<file path="config.mk">
export PLATFORM = sky130hd
export DESIGN_NAME = vp_crop
export DESIGN_NICKNAME = d
export VERILOG_FILES = /design/src/rtl/vp_pkg.sv /design/src/rtl/vp_xy_cnt.sv /design/src/rtl/vp_crop.sv
export SDC_FILE = /design/constraint.sdc
export NUM_CORES = 1
export LEC_CHECK = 0
export ABC_AREA = 1
export BUFFER_PORTS_ARGS = -buffer_cell sky130_fd_sc_hd__buf_2
export CAP_MARGIN = 30
export CORE_ASPECT_RATIO = 0.9
export CORE_MARGIN = 2
export CORE_UTILIZATION = 55
export DETAILED_ROUTE_END_ITERATION = 8
export PLACE_DENSITY = 0.89
export SYNTH_ARGS = -nofsm -noshare
export SYNTH_HDL_FRONTEND = slang
export SYNTH_SLANG_ARGS = --single-unit
</file>
<file path="constraint.sdc">
create_clock -name clk -period 2.1 [get_ports clk]
set_input_delay 0 -clock clk [delete_from_list [all_inputs] [get_ports clk]]
set_output_delay 0 -clock clk [all_outputs]
set_load 0.02 [all_outputs]
</file>
<file path="src/rtl/vp_pkg.sv">
// Shared constants for the video crop/mask path: mode encodings and the
// configuration loaded on reset.
package vp_pkg;

    typedef enum logic [1:0] {
        MODE_BYPASS = 2'b00,
        MODE_CROP   = 2'b01,
        MODE_FILL   = 2'b10,
        MODE_RSVD   = 2'b11
    } mode_e;

    localparam int unsigned MAX_COORD_W = 16;
    localparam int unsigned MAX_DATA_W  = 32;

    // Reset configuration: bypass, full-frame window, black fill.
    localparam logic [1:0]             RST_MODE  = MODE_BYPASS;
    localparam logic [MAX_COORD_W-1:0] RST_START = '0;
    localparam logic [MAX_COORD_W-1:0] RST_END   = '1;
    localparam logic [MAX_DATA_W-1:0]  RST_FILL  = '0;

endpackage

</file>
<file path="src/rtl/vp_xy_cnt.sv">
// Column/row position tracker and window membership test for the pixel
// currently presented on the input.
module vp_xy_cnt #(
    parameter int unsigned X_W = 11,
    parameter int unsigned Y_W = 11
) (
    input  logic           clk,
    input  logic           rst,
    input  logic           vs_rise_i,
    input  logic           de_i,
    input  logic [X_W-1:0] start_x_i,
    input  logic [X_W-1:0] end_x_i,
    input  logic [Y_W-1:0] start_y_i,
    input  logic [Y_W-1:0] end_y_i,
    output logic           in_win_c_o
);

    logic           de_q;
    logic [X_W-1:0] x_q, x_d;
    logic [Y_W-1:0] y_q, y_d;
    logic           de_fall;

    assign de_fall = de_q & ~de_i;

    // x holds the index of the current pixel; both counters saturate.
    always_comb begin
        x_d = x_q;
        y_d = y_q;
        if (vs_rise_i || de_fall) begin
            x_d = '0;
        end else if (de_i && (x_q != '1)) begin
            x_d = x_q + X_W'(1);
        end
        if (vs_rise_i) begin
            y_d = '0;
        end else if (de_fall && (y_q != '1)) begin
            y_d = y_q + Y_W'(1);
        end
    end

    always_ff @(posedge clk) begin
        if (rst) begin
            de_q <= 1'b0;
            x_q  <= '0;
            y_q  <= '0;
        end else begin
            de_q <= de_i;
            x_q  <= x_d;
            y_q  <= y_d;
        end
    end

    // Ends are exclusive, so start >= end naturally yields an empty window.
    assign in_win_c_o = (x_q >= start_x_i) && (x_q < end_x_i) &&
                        (y_q >= start_y_i) && (y_q < end_y_i);

endmodule

</file>
<file path="src/rtl/vp_crop.sv">
// Video crop / mask-fill stage with frame-synchronous configuration update
// and per-frame pixel statistics.
module vp_crop
    import vp_pkg::*;
#(
    parameter int unsigned DATA_W = 24,
    parameter int unsigned X_W    = 11,
    parameter int unsigned Y_W    = 11
) (
    input  logic               clk,
    input  logic               rst,
    input  logic               pre_vs,
    input  logic               pre_de,
    input  logic [DATA_W-1:0]  pre_data,
    input  logic [1:0]         cfg_mode,
    input  logic [X_W-1:0]     cfg_start_x,
    input  logic [Y_W-1:0]     cfg_start_y,
    input  logic [X_W-1:0]     cfg_end_x,
    input  logic [Y_W-1:0]     cfg_end_y,
    input  logic [DATA_W-1:0]  cfg_fill,
    input  logic               cfg_valid,
    output logic               post_vs,
    output logic               post_de,
    output logic [DATA_W-1:0]  post_data,
    output logic               cfg_pending,
    output logic [X_W+Y_W-1:0] last_px,
    output logic [15:0]        frame_cnt
);

    localparam int unsigned PIX_W = X_W + Y_W;

    logic              vs_q, vs_rise, live_q, pend_q, in_win;
    logic [1:0]        stg_mode_q, act_mode_q;
    logic [X_W-1:0]    stg_sx_q, stg_ex_q, act_sx_q, act_ex_q;
    logic [Y_W-1:0]    stg_sy_q, stg_ey_q, act_sy_q, act_ey_q;
    logic [DATA_W-1:0] stg_fill_q, act_fill_q;
    logic              post_vs_q, post_de_q, post_de_d;
    logic [DATA_W-1:0] post_data_q, post_data_d;
    logic [PIX_W-1:0]  pix_q, pix_d, last_q;
    logic [15:0]       frame_q;

    assign vs_rise = pre_vs & ~vs_q;

    // Staged config is promoted only at frame start; a load in that same
    // cycle bypasses the staging registers so it governs the new frame.
    always_ff @(posedge clk) begin
        if (rst) begin
            vs_q       <= 1'b0;
            live_q     <= 1'b0;
            pend_q     <= 1'b0;
            stg_mode_q <= RST_MODE;
            stg_sx_q   <= X_W'(RST_START);
            stg_sy_q   <= Y_W'(RST_START);
            stg_ex_q   <= X_W'(RST_END);
            stg_ey_q   <= Y_W'(RST_END);
            stg_fill_q <= DATA_W'(RST_FILL);
            act_mode_q <= RST_MODE;
            act_sx_q   <= X_W'(RST_START);
            act_sy_q   <= Y_W'(RST_START);
            act_ex_q   <= X_W'(RST_END);
            act_ey_q   <= Y_W'(RST_END);
            act_fill_q <= DATA_W'(RST_FILL);
        end else begin
            vs_q <= pre_vs;
            if (cfg_valid) begin
                stg_mode_q <= cfg_mode;
                stg_sx_q   <= cfg_start_x;
                stg_sy_q   <= cfg_start_y;
                stg_ex_q   <= cfg_end_x;
                stg_ey_q   <= cfg_end_y;
                stg_fill_q <= cfg_fill;
            end
            if (vs_rise) begin
                live_q     <= 1'b1;
                pend_q     <= 1'b0;
                act_mode_q <= cfg_valid ? cfg_mode    : stg_mode_q;
                act_sx_q   <= cfg_valid ? cfg_start_x : stg_sx_q;
                act_sy_q   <= cfg_valid ? cfg_start_y : stg_sy_q;
                act_ex_q   <= cfg_valid ? cfg_end_x   : stg_ex_q;
                act_ey_q   <= cfg_valid ? cfg_end_y   : stg_ey_q;
                act_fill_q <= cfg_valid ? cfg_fill    : stg_fill_q;
            end else if (cfg_valid) begin
                pend_q <= 1'b1;
            end
        end
    end

    vp_xy_cnt #(
        .X_W (X_W),
        .Y_W (Y_W)
    ) u_xy_cnt (
        .clk        (clk),
        .rst        (rst),
        .vs_rise_i  (vs_rise),
        .de_i       (pre_de),
        .start_x_i  (act_sx_q),
        .end_x_i    (act_ex_q),
        .start_y_i  (act_sy_q),
        .end_y_i    (act_ey_q),
        .in_win_c_o (in_win)
    );

    // Output is suppressed until the first frame start after reset.
    always_comb begin
        post_de_d   = 1'b0;
        post_data_d = '0;
        if (live_q) begin
            case (act_mode_q)
                MODE_CROP: begin
                    post_de_d   = pre_de & in_win;
                    post_data_d = (pre_de && in_win) ? pre_data : '0;
                end
                MODE_FILL: begin
                    post_de_d   = pre_de;
                    post_data_d = pre_de ? (in_win ? pre_data : act_fill_q) : '0;
                end
                default: begin
                    post_de_d   = pre_de;
                    post_data_d = pre_data;
                end
            endcase
        end
    end

    always_comb begin
        pix_d = pix_q;
        if (vs_rise) begin
            pix_d = '0;
        end else if (post_de_q && (pix_q != '1)) begin
            pix_d = pix_q + PIX_W'(1);
        end
    end

    always_ff @(posedge clk) begin
        if (rst) begin
            post_vs_q   <= 1'b0;
            post_de_q   <= 1'b0;
            post_data_q <= '0;
            pix_q       <= '0;
            last_q      <= '0;
            frame_q     <= '0;
        end else begin
            post_vs_q   <= pre_vs;
            post_de_q   <= post_de_d;
            post_data_q <= post_data_d;
            pix_q       <= pix_d;
            if (vs_rise) begin
                last_q  <= pix_q;
                frame_q <= frame_q + 16'(1);
            end
        end
    end

    assign post_vs     = post_vs_q;
    assign post_de     = post_de_q;
    assign post_data   = post_data_q;
    assign cfg_pending = pend_q;
    assign last_px     = last_q;
    assign frame_cnt   = frame_q;

endmodule

</file>
; ---- Yosys cells after proc, flatten, opt, wreduce, memory -nomap -nowiden
; Cells that the tools add are included.
[totals]
regBits = 251
latch_bits = 0
romBits = 0
output_inout_bits = 65
word_cells = 64
n_memories = 0
ramBits = 0
[classes]
n_lt_le_gt_ge = 4
n_eq_ne = 5
div = 0
n_bitwise = 6
addsub = 4
n_reduce_logical = 11
n_shift = 0
mux = 11
multipliers = 0
[ops]
columns = op, count
row1 = 2-to-1 mux 24 bit, 4
row2 = case mux 24 bit (2 select lines), 1
row3 = 2-to-1 mux 11 bit, 4
row4 = "adder 11 x 1 -> 11 bit, second input constant", 2
row5 = "adder 22 x 1 -> 22 bit, second input constant", 1
row6 = >= comparator 11 bit, 2
row7 = < comparator 11 bit, 2
row8 = "!= test 11 bit, second input constant", 2
row9 = "!= test 22 bit, second input constant", 1
row10 = "adder 16 x 1 -> 16 bit, second input constant", 1
row11 = logical AND 1 bit, 7
row12 = OR reduction 2 bit, 3
row13 = bitwise AND 1 bit, 3
row14 = NOT 1 bit, 3
row15 = "== test 2 x 1 -> 1 bit, second input constant", 1
row16 = "== test 2 bit, second input constant", 1
row17 = 2-to-1 mux 2 bit, 1
row18 = logical OR 1 bit, 1
row19 = 2-to-1 mux 1 bit, 1

; ---- Longest topological paths before layout
; Gate-level depths: netlist of the first run.
[logic_depth]
word_depth = 7
depth_mapped = 15

; ---- By module
; Synthesis of the first run repeated with hierarchy kept, for this count alone.
[hier_totals]
cells_unflattened = 1399
hier_area_um2 = 10890.4
[by_module_without_submodules]
columns = mod, area_each_um2, seq_area_each_um2, n_inst, cells_each
row1 = vp_crop, 8480.6, 4564.4, 1, 1015
row2 = vp_xy_cnt, 2409.8, 460.4, 1, 384

; ---- Least setup slack after synthesis of the first run
; No wires, ideal clock.
[synth_path]
path_kind = reg-to-reg
startpoint = reg u_xy_cnt.y_q[9]
endpoint = reg post_data_q[14], in the netlist post_data[14]
setup_ns = 0.132
arrival_time_ns = 1.695
stages_incl_launch_ff = 14
path_buffers = 1
setup_slack_ns = 0.273
cell_sequence = dfxtp_1 ha_1 nand2_1 inv_2 nand2_1 and2_1 nand2_1 nor2_1 inv_1 nand3_2 buf_2 nand2_1 nand3_1 a21oi_1
[synth_between]
elab_chain_cells = 6
word_cells_on_any_way = 9
[synth_lines]
columns = element, line
row1 = from (decl), vp_xy_cnt.sv:20  ; logic [Y_W-1:0] y_q, y_d;
row2 = from (signal assigned), vp_xy_cnt.sv:49  ; y_q <= y_d;
row3 = >= comparator 11 bit, vp_xy_cnt.sv:55  ; (y_q >= start_y_i) && (y_q < end_y_i);
row4 = logical AND 1 bit, vp_xy_cnt.sv:54  ; assign in_win_c_o = (x_q >= start_x_i) && (x_q < end_x_i) &&
row5 = logical AND 1 bit (*), vp_xy_cnt.sv:55
row6 = 2-to-1 mux 24 bit or logical AND 1 bit (tied branches), "vp_crop.sv:115, vp_crop.sv:111"
row7 = 2-to-1 mux 24 bit (on tied branches), "vp_crop.sv:115, vp_crop.sv:111"
row8 = case mux 24 bit (2 select lines) (*), vp_crop.sv:108  ; case (act_mode_q)
row9 = to (signal assigned), vp_crop.sv:145  ; post_data_q <= post_data_d;
row10 = to (decl), vp_crop.sv:38  ; logic [DATA_W-1:0] post_data_q, post_data_d;
; Every way passes the cells marked *; elsewhere a longest branch is shown, timed or not.
; A chain may end at the register's enable or synchronous reset.

; ---- Worst setup path after layout of the first run
[layout_path]
startpoint = reg u_xy_cnt.y_q[7]
endpoint = reg post_data_q[1], in the netlist post_data[1]
; The elaborated chain is that of the path after synthesis.

==> metrics.csv, run 1 <==
metric,value,unit
GP Congestion,0.924,
CTS tree,done,
Post-Syn Area,0.0107,mm^2
root buffer cell,clkbuf_16,
Synth Area in XOR/XNOR,0.739,%
Pint,8.45,mW
dpl ws,0.00402,ns
syn avg cell area,7.53,um^2
Yosys cell types,41,
"slowest stage cell, crit path",dfxtp_1,
die width,151,um
Final Hold Violating Endpoints,0,
Final Max Tran Viols,0,
drt initial violations,1367,
number of remaining DRC errors,0,
Worst Hold Class,input port to flip-flop,
Sequential Power Share,44.2,%
share of the synthesized area in the top cell type,47.1,%
synth warn,0,
Tot Pwr,11.6,mW
I/O pin total,164,
DP Wirelength,18.4,mm
Longest Clk Path Bufs,3,
Psw,3.10,mW
Worst Setup Start Kind,flip-flop,
combinational share of power,13.7,%
Area Overhead vs Synth,34.1,%
largest family of logic cells by synthesized area,simple AND/OR/NAND/NOR gates,
Vias,11400,
crit end category,flip-flop,
final worst slack,-0.0807,ns
post-synthesis mux area share,1.69,%
"Seq/Total Area, Yosys",47.1,%
WL per Instance,19.0,um
WP data arrival,2.64,ns
Synth Area in Compound Gates,11.5,%
worst path bufs/invs,2,
top post-synthesis cells by area,"dfxtp_1 (47%), nand2_1 (10%), inv_1 (6.2%)",
CTS sink cnt,251,
Final nets,1826,
Synth async-reset ratio,0,%
drt first pass iters,6,
CP peak stage delay,0.36,ns
RSZ-0062 raised after global routing,yes,
cts bufs inserted,25,
Seq. cell area,0.00505,mm^2
FMAX,459,MHz
CP Max Fanout,24,
violated checks,setup timing,
area occupied by multi-input gates,0.00519,mm^2
setup violators final,26,
initial antenna violation count,2,
DR vias/cell,5.86,
global-route wire length before repair,51.0,mm
Rows,48,
Total Die Area,0.0205,mm^2
Non-Filler Instances,1950,
vias in the first global route,10600,
Initial Utilization,55.9,%
"Net Count, Synth",1565,
"most common cell after layout, fill and taps aside",nand2_1,
Setup Skew,0.0103,ns
status,"complete, but fails checks",
Net Sw Frac,26.9,%
Syn Inst Count,1418,
FILL cells,1167,
period utilization,104,%
Worst-path clk slew,0.07,ns
fin util,74.9,%
Hold Slack,0.0775,ns
max_cap viols,0,
gr usage total,30.9,%
cell count after placement,1799,
# H-tree levels,1,
Synth Area in Simple Gates,24.5,%
Clock Latency Late Sink,0.54,ns
largest net degree at the start of global routing,69,
CP top delay family,simple AND/OR/NAND/NOR gates,
final WL,37.1,mm
Tightest Pin Transition,0.792,ns
Slew HR,47.2,%
peak supply drop,0.606,mV
Final ANT Viol Nets,0,
Crit Path Class,flip-flop to flip-flop,
clock share of power,42.2,%
core area,0.0191,mm^2
Port Buf Inserts,163,
Die Y,136,um
most frequent cells in the layout,"nand2_1 (260), dfxtp_1 (236), inv_1 (169)",
#FFs+latches synth,251,
Cell Pwr Density,807,mW/mm^2
share of post-route cells with drive strength above 1,21.0,%
Synth area leader,dfxtp_1,
CP dominant cell by count,nand3_1,
Required @ worst endpoint,2.56,ns
Post-synth EDFFs,0,
Pleak,6.56,nW
Overflow after GRT,0,
Synth Area in Adders,5.63,%
critical path cell sequence,buf_4 > ha_1 > nand2_1 > nor2_1 > nand3_2 > nand2_2 > nor2_4 > buf_12 > nand3_1 > nand3_1 > a21oi_2,
min Tclk post-route,2.18,ns
ys flop type,dfxtp_1,
## synthesized netlist by cell type, drive strengths merged (4+ instances only)
master,count
clkbuf,38
nand2,285
o21ai,98
buf,20
inv,179
mux2i,18
xnor2,4
dfxtp,251
nor3,19
o22ai,18
ha,48
nand4,17
a21oi,106
nor3b,4
nor4,4
nor2,177
xor2,5
nand3,105
clkinv,4
## power by group through the flow
| stage | registers (mW) | logic, mW | clock network, mW |
|---|---|---|---|
| 6_report | 5.10 | 1.58 | 4.87 |
| 2_1_floorplan | 5.20 | 0.713 | 0 |
| 3_3_place_gp | 5.18 | 1.08 | 0 |
| 3_5_place_dp | 5.19 | 1.12 | 0 |
| 4_1_cts | 5.09 | 1.28 | 4.77 |
| 5_1_grt | 5.12 | 1.69 | 5.03 |
## cells by family after synthesis
family                     after synthesis
adders and majority gates               48
buffers and inverters                  241
xor gates and xnor gates                 9
AOI/OAI and AO/OA                      234
muxes                                   18
DFF                                    251
and+or+nand+nor                        617
## final timing paths
path | endpoint | slack [ns] | cells after the start | start
worst min-delay path | cfg_pending | 0.08 | 4 | cfg_valid
worst min register to register | last_px[10] | 0.46 | 2 | last_px[10]
worst max register to register | post_data[1] | -0.08 | 11 | u_xy_cnt.y_q[7]
worst max-delay path | post_data[1] | -0.08 | 11 | u_xy_cnt.y_q[7]
## tightest hold or removal path: stages
cell and delay [ns]:
buf_2 0.12, buf_4 0.22, nor2_1 0.15, nor2_1 0.07
## final cells by class
type	instances	share of cell area [%]
Tap cell	250	2.19
Clock inverter	12	1.09
Timing Repair Buffer	292	15.2
Sequential cell	251	35.3
Clock buffer	34	5.10
Inverter	183	4.80
Antenna cell	2	0.0350
Multi-Input combinational cell	926	36.3
## per-layer routing
layer  vias up  global-route usage (%)  share of wire (%)  wire, um
met2       842                    51.9                 47     17300
li1       5083                       -                  -         -
met1      5232                    37.3                 36     13500
met4         0                    16.3                7.3      2690
met5         -                       0                  0         0
met3       267                    6.31                9.7      3590
## what timing repair did
item	in CTS	in global routing
gates cloned	0	4
gates resized for setup	1	116
hold buffers	98	0
setup endpoints to repair	12	31
buffers inserted	0	1
pin swaps	0	29
endpoints found under the hold margin	174	0
## stage by stage
stage | instance area (um^2) | setup TNS, ns
6_report | 14300 | -0.986
5_1_grt | 14300 | -2.46
4_1_cts | 13700 | 0
3_5_place_dp | 11800 | 0
3_3_place_gp | 11800 | 0
2_1_floorplan | 10700 | 0
## state kept, by name, summed over array words and instances (netlist names), 16 cells and up
register,count
last_px,22
stg_fill_q,24
act_fill_q,24
post_data,24
pix_q,22
frame_cnt,16
Power figures use the tool's default switching activity.
==> run 2, diff against run 1 <==
--- a/config.mk
+++ b/config.mk
@@ -10,9 +10,9 @@
 export CAP_MARGIN = 30
 export CORE_ASPECT_RATIO = 0.9
 export CORE_MARGIN = 2
-export CORE_UTILIZATION = 55
+export CORE_UTILIZATION = 30
 export DETAILED_ROUTE_END_ITERATION = 8
-export PLACE_DENSITY = 0.89
+export PLACE_DENSITY = 0.59
 export SYNTH_ARGS = -nofsm -noshare
 export SYNTH_HDL_FRONTEND = slang
 export SYNTH_SLANG_ARGS = --single-unit
==> run 2 against run 1 <==
The run now ends clean. Sequential cell count is the same. Register-to-register slack gained 0.18 ns. Die area grew 81%. Routed wire length shrank 18%. Final cell count grew 12%. Count of clock-buffer cells in the layout grew 3. Sequential power is essentially flat. Via count shrank 12%.
==> metrics.csv, run 2 (synthesized netlist as in run 1, its figures left out) <==
metric,value,unit
status,completed,
DR vias/cell,4.58,
crit end category,flip-flop,
Area Overhead vs Synth,35.0,%
share of post-route cells with drive strength above 1,18.0,%
CTS sink cnt,251,
WP data arrival,2.45,ns
RR Endpoint,post_data[0],
# H-tree levels,1,
Overflow after GRT,0,
peak supply drop,0.597,mV
DP Wirelength,20.4,mm
Required @ worst endpoint,2.55,ns
Die Y,183,um
Slew HR,59.6,%
Worst-path clk slew,0.06,ns
critical path cell sequence,ha_4 > nand2_2 > or2_1 > a21oi_2 > nor2_2 > nor2_4 > nand3_2 > nand2_4 > buf_12 > nand2_1 > a21oi_1,
drt initial violations,454,
Vias,10000,
Hold Slack,0.250,ns
Fin Setup TNS,0,ns
Longest Clk Path Bufs,3,
Reg-to-Reg Start,u_xy_cnt.x_q[1],
Total Die Area,0.0371,mm^2
GP Congestion,0.839,
"slowest stage cell, crit path",dfxtp_2,
Final ANT Viol Nets,0,
cell count after placement,2023,
Final Max Tran Viols,0,
cts bufs inserted,28,
setup violators final,0,
Seq. cell area,0.00504,mm^2
CTS tree,done,
I/O pin total,164,
min Tclk post-route,2.00,ns
Post-DP Area,0.0121,mm^2
number of remaining DRC errors,0,
gr usage total,15.9,%
CP Max Fanout,6,
WL per Instance,13.9,um
CP peak stage delay,0.36,ns
FMAX,500,MHz
Pleak,6.62,nW
Port Buf Inserts,163,
Final Hold Violating Endpoints,0,
max_cap viols,0,
period utilization,95.2,%
largest net degree at the start of global routing,57,
final WL,30.4,mm
Rows,65,
Clock Latency Late Sink,0.55,ns
"most common cell after layout, fill and taps aside",nand2_1,
crit path launch,u_xy_cnt.x_q[1],
Worst Hold Class,input port to flip-flop,
vias in the first global route,9792,
initial antenna violation count,1,
Cell Pwr Density,799,mW/mm^2
global-route wire length before repair,48.7,mm
Worst Setup Start Kind,flip-flop,
Setup Skew,0.0310,ns
core area,0.0351,mm^2
root buffer cell,clkbuf_16,
Tightest Pin Transition,0.606,ns
Worst R2R Setup Slack,0.10,ns
drt first pass iters,5,
critical path endpoint,post_data[0],
most frequent cells in the layout,"nand2_1 (275), dfxtp_1 (241), inv_1 (171)",
fin area,0.0144,mm^2
FILL cells,3510,
die width,203,um
Final nets,1839,
r2r worst-path depth,11,
Initial Utilization,30.4,%
Non-Filler Instances,2185,
Crit Path Class,flip-flop to flip-flop,
area occupied by multi-input gates,0.00489,mm^2
[run 2: cell count changes in the layout (fill, tap and decap cells not counted), moves of 7 or more]
cell,previous run,this run
nand3_1,93,102
a21oi_2,14,5
nand2_2,21,9
clkinv_2,2,9
ha_4,16,8
nand3_2,11,3
nand2_1,260,275
a21oi_1,89,101
ha_1,32,40
[run 2: final cells by class]
type                            count  share of cell area, %
Tap cell                          469                   4.07
Clock buffer                       37                   5.44
Multi-Input combinational cell    926                   33.9
Sequential cell                   251                   35.0
Clock inverter                     15                   1.15
Timing Repair Buffer              302                   15.6
Antenna cell                        2                 0.0347
Inverter                          183                   4.77
[run 2: worst min path at each step]
stage / slack, ns / depth (start not counted) / startpoint / endpoint
global route: 0.25 / 4 / cfg_end_y[6] / stg_ey_q[6]
floorplan: 0.14 / 2 / pre_de / u_xy_cnt.de_q
global placement: 0.26 / 3 / pre_data[6] / post_data[6]
finish: 0.25 / 4 / pre_data[18] / post_data[18]
CTS: 0.23 / 4 / pre_data[19] / post_data[19]
detailed placement: 0.26 / 3 / cfg_end_y[6] / stg_ey_q[6]
[run 2: power breakdown]
group | switching (mW) | leakage [nW] | internal (mW)
registers | 0.0737 | 2.07 | 5.01
clock network | 2.02 | 0.471 | 3.00
logic | 0.829 | 4.08 | 0.592
[run 2: critical path, delay by kind of cell, from the launching register on]
kind	cells	cell delay [ns]
flops	1	0.36
fa+ha+maj	1	0.26
compound gates	2	0.32
buf+inv	1	0.14
simple gates	7	0.85
[run 2: layer usage]
metal  track usage (%)  share of wire (%)
met1              21.6                 49
met2              26.2                 44
met3              2.90                5.3
met4              3.91                1.9
met5                 0                  0
[run 2: stage by stage]
step	setup WS (ns)	utilization, %	power (mW)
after floorplan	0.273	-	5.92
after global placement	0.105	34.7	6.33
after detailed placement	0.0931	34.7	6.36
after CTS	0.0662	40.3	11.5
after global routing	-0.00165	41.1	12.0
final	0.100	41.1	11.5
[run 2: what timing repair did]
item,in CTS,in global routing
hold endpoints to repair,174,0
buffers inserted,0,1
gates resized for setup,0,49
hold buffers,104,0
setup endpoints to repair,0,27
==> run 3, diff against run 2 <==
--- a/config.mk
+++ b/config.mk
@@ -10,9 +10,9 @@
 export CAP_MARGIN = 30
 export CORE_ASPECT_RATIO = 0.9
 export CORE_MARGIN = 2
-export CORE_UTILIZATION = 30
+export CORE_UTILIZATION = 57
 export DETAILED_ROUTE_END_ITERATION = 8
-export PLACE_DENSITY = 0.59
+export PLACE_DENSITY = 0.91
 export SYNTH_ARGS = -nofsm -noshare
 export SYNTH_HDL_FRONTEND = slang
 export SYNTH_SLANG_ARGS = --single-unit
==> run 3 against run 2 <==
The run now ends with setup timing left. Clock skew down 0.0083 ns. Global-route usage is 18 points higher. Sequential cell count unchanged. Total power down 1.6%. Setup slack got worse by 0.63 ns. Via count rose by 16%. Combinational power rose by 11%. Maximum frequency is 24% lower. Cell area down 1.0%. Critical endpoint is now post_data[6].
==> metrics.csv, run 3 (synthesized netlist as in run 1, its figures left out) <==
metric,value,unit
Crit Path Class,flip-flop to flip-flop,
vias in the first global route,11200,
combinational share of power,13.9,%
# H-tree levels,1,
CTS tree,done,
initial antenna violation count,2,
setup violators final,28,
CP Max Fanout,6,
Worst-path clk slew,0.07,ns
global-route wire length before repair,54.2,mm
Slew HR,61.6,%
share of post-route cells with drive strength above 1,18.8,%
DR vias/cell,5.91,
Cell Pwr Density,795,mW/mm^2
Final Max Tran Viols,0,
Clock Latency Late Sink,0.54,ns
largest net degree at the start of global routing,60,
FMAX,380,MHz
Area Overhead vs Synth,33.6,%
Psw,3.03,mW
final worst slack,-0.531,ns
drt initial violations,1439,
Overflow after GRT,0,
"most common cell after layout, fill and taps aside",nand2_1,
Die Y,134,um
Final ANT Viol Nets,0,
die width,148,um
fin util,77.7,%
violated checks,setup timing,
Final nets,1845,
Pint,8.30,mW
Seq. cell area,0.00505,mm^2
WP data arrival,3.02,ns
RSZ-0062 raised after global routing,yes,
final WL,37.8,mm
core area,0.0183,mm^2
period utilization,125,%
Sequential Power Share,45.1,%
area occupied by multi-input gates,0.00503,mm^2
Total Die Area,0.0198,mm^2
DP Wirelength,18.2,mm
Vias,11600,
max_cap viols,0,
number of remaining DRC errors,0,
gr usage total,33.6,%
root buffer cell,clkbuf_16,
crit end category,flip-flop,
FILL cells,1022,
most frequent cells in the layout,"nand2_1 (270), dfxtp_1 (236), inv_1 (170)",
Worst Setup Start Kind,flip-flop,
status,"complete, but fails checks",
Post-DP Area,0.0118,mm^2
Port Buf Inserts,163,
Rows,47,
I/O pin total,164,
fin area,0.0143,mm^2
Initial Utilization,58.2,%
CTS sink cnt,251,
Required @ worst endpoint,2.49,ns
clock share of power,41.0,%
Worst Hold Class,input port to flip-flop,
WL per Instance,19.3,um
Pleak,6.61,nW
drt first pass iters,6,
Tightest Pin Transition,0.570,ns
min Tclk post-route,2.63,ns
Final Hold Violating Endpoints,0,
Post-CTS Repair Setup Buffers,0,
Net Sw Frac,26.8,%
peak supply drop,0.711,mV
GP Congestion,0.890,
Longest Clk Path Bufs,3,
cts bufs inserted,25,
Setup Skew,0.0227,ns
-- run 3: worst max-delay path, stage by stage (launching register included) --
cell and delay [ns]:
dfxtp_1 0.33, inv_2 0.08, ha_4 0.29, nand2_2 0.08
nor2_1 0.18, nand3_1 0.18, nand3_1 0.16, nor2_2 0.08
nor2_4 0.16, nand3_2 0.11, nand2_4 0.16, buf_12 0.15
nand2_1 0.09, a21oi_1 0.43
-- run 3: routing by layer --
layer	share of wire (%)	wire length [um]	vias to the layer above	GRT usage (%)
met5	0.034	13	-	0
met4	7.5	2840	2	17.4
met3	11	4080	278	6.77
met2	47	17700	919	59.1
met1	35	13100	5270	38.8
li1	-	-	5121	-
-- run 3: layout make-up --
type,instances,area share [%]
repair buffers,311,16.5
flip-flops and latches,251,35.4
clock buffers,36,5.10
inverters,183,4.82
diodes,1,0.0175
multi-input cells,926,35.3
clock inverters,8,0.772
well taps,245,2.15
-- run 3: power groups by stage --
stage               logic [mW]  clock network (mW)  registers (mW)
floorplan                0.713                   0            5.20
global placement          1.09                   0            5.18
detailed placement        1.13                   0            5.19
CTS                       1.31                4.56            5.09
global route              1.69                4.78            5.12
finish                    1.58                4.64            5.11
-- run 3: worst paths after layout --
check / from / endpoint / slack (ns) / cells past startpoint
max: act_sx_q[10] / post_data[6] / -0.53 / 13
min: cfg_end_y[5] / stg_ey_q[5] / 0.27 / 4
max reg2reg: act_sx_q[10] / post_data[6] / -0.53 / 13
min reg2reg: last_px[8] / last_px[8] / 0.45 / 2
-- run 3: timing repair --
action / in CTS / in global routing
endpoints found under the hold margin: 176 / 0
endpoints found under the setup margin: 0 / 29
gates resized for setup: 0 / 79
hold buffers: 118 / 0
-- run 3: stage by stage --
step / TNS [ns] / instances / hold slack (ns) / power (mW) / worst slack (ns)
floorplan: 0 / 1418 / 0.136 / 5.92 / 0.273
global placement: 0 / 1795 / 0.248 / 6.27 / 0.173
detailed placement: 0 / 1795 / 0.251 / 6.32 / 0.0720
CTS: 0 / 1957 / 0.249 / 11.0 / 0.0193
global route: -6.79 / 1961 / 0.285 / 11.6 / -0.646
finish: -4.02 / 1961 / 0.270 / 11.3 / -0.531
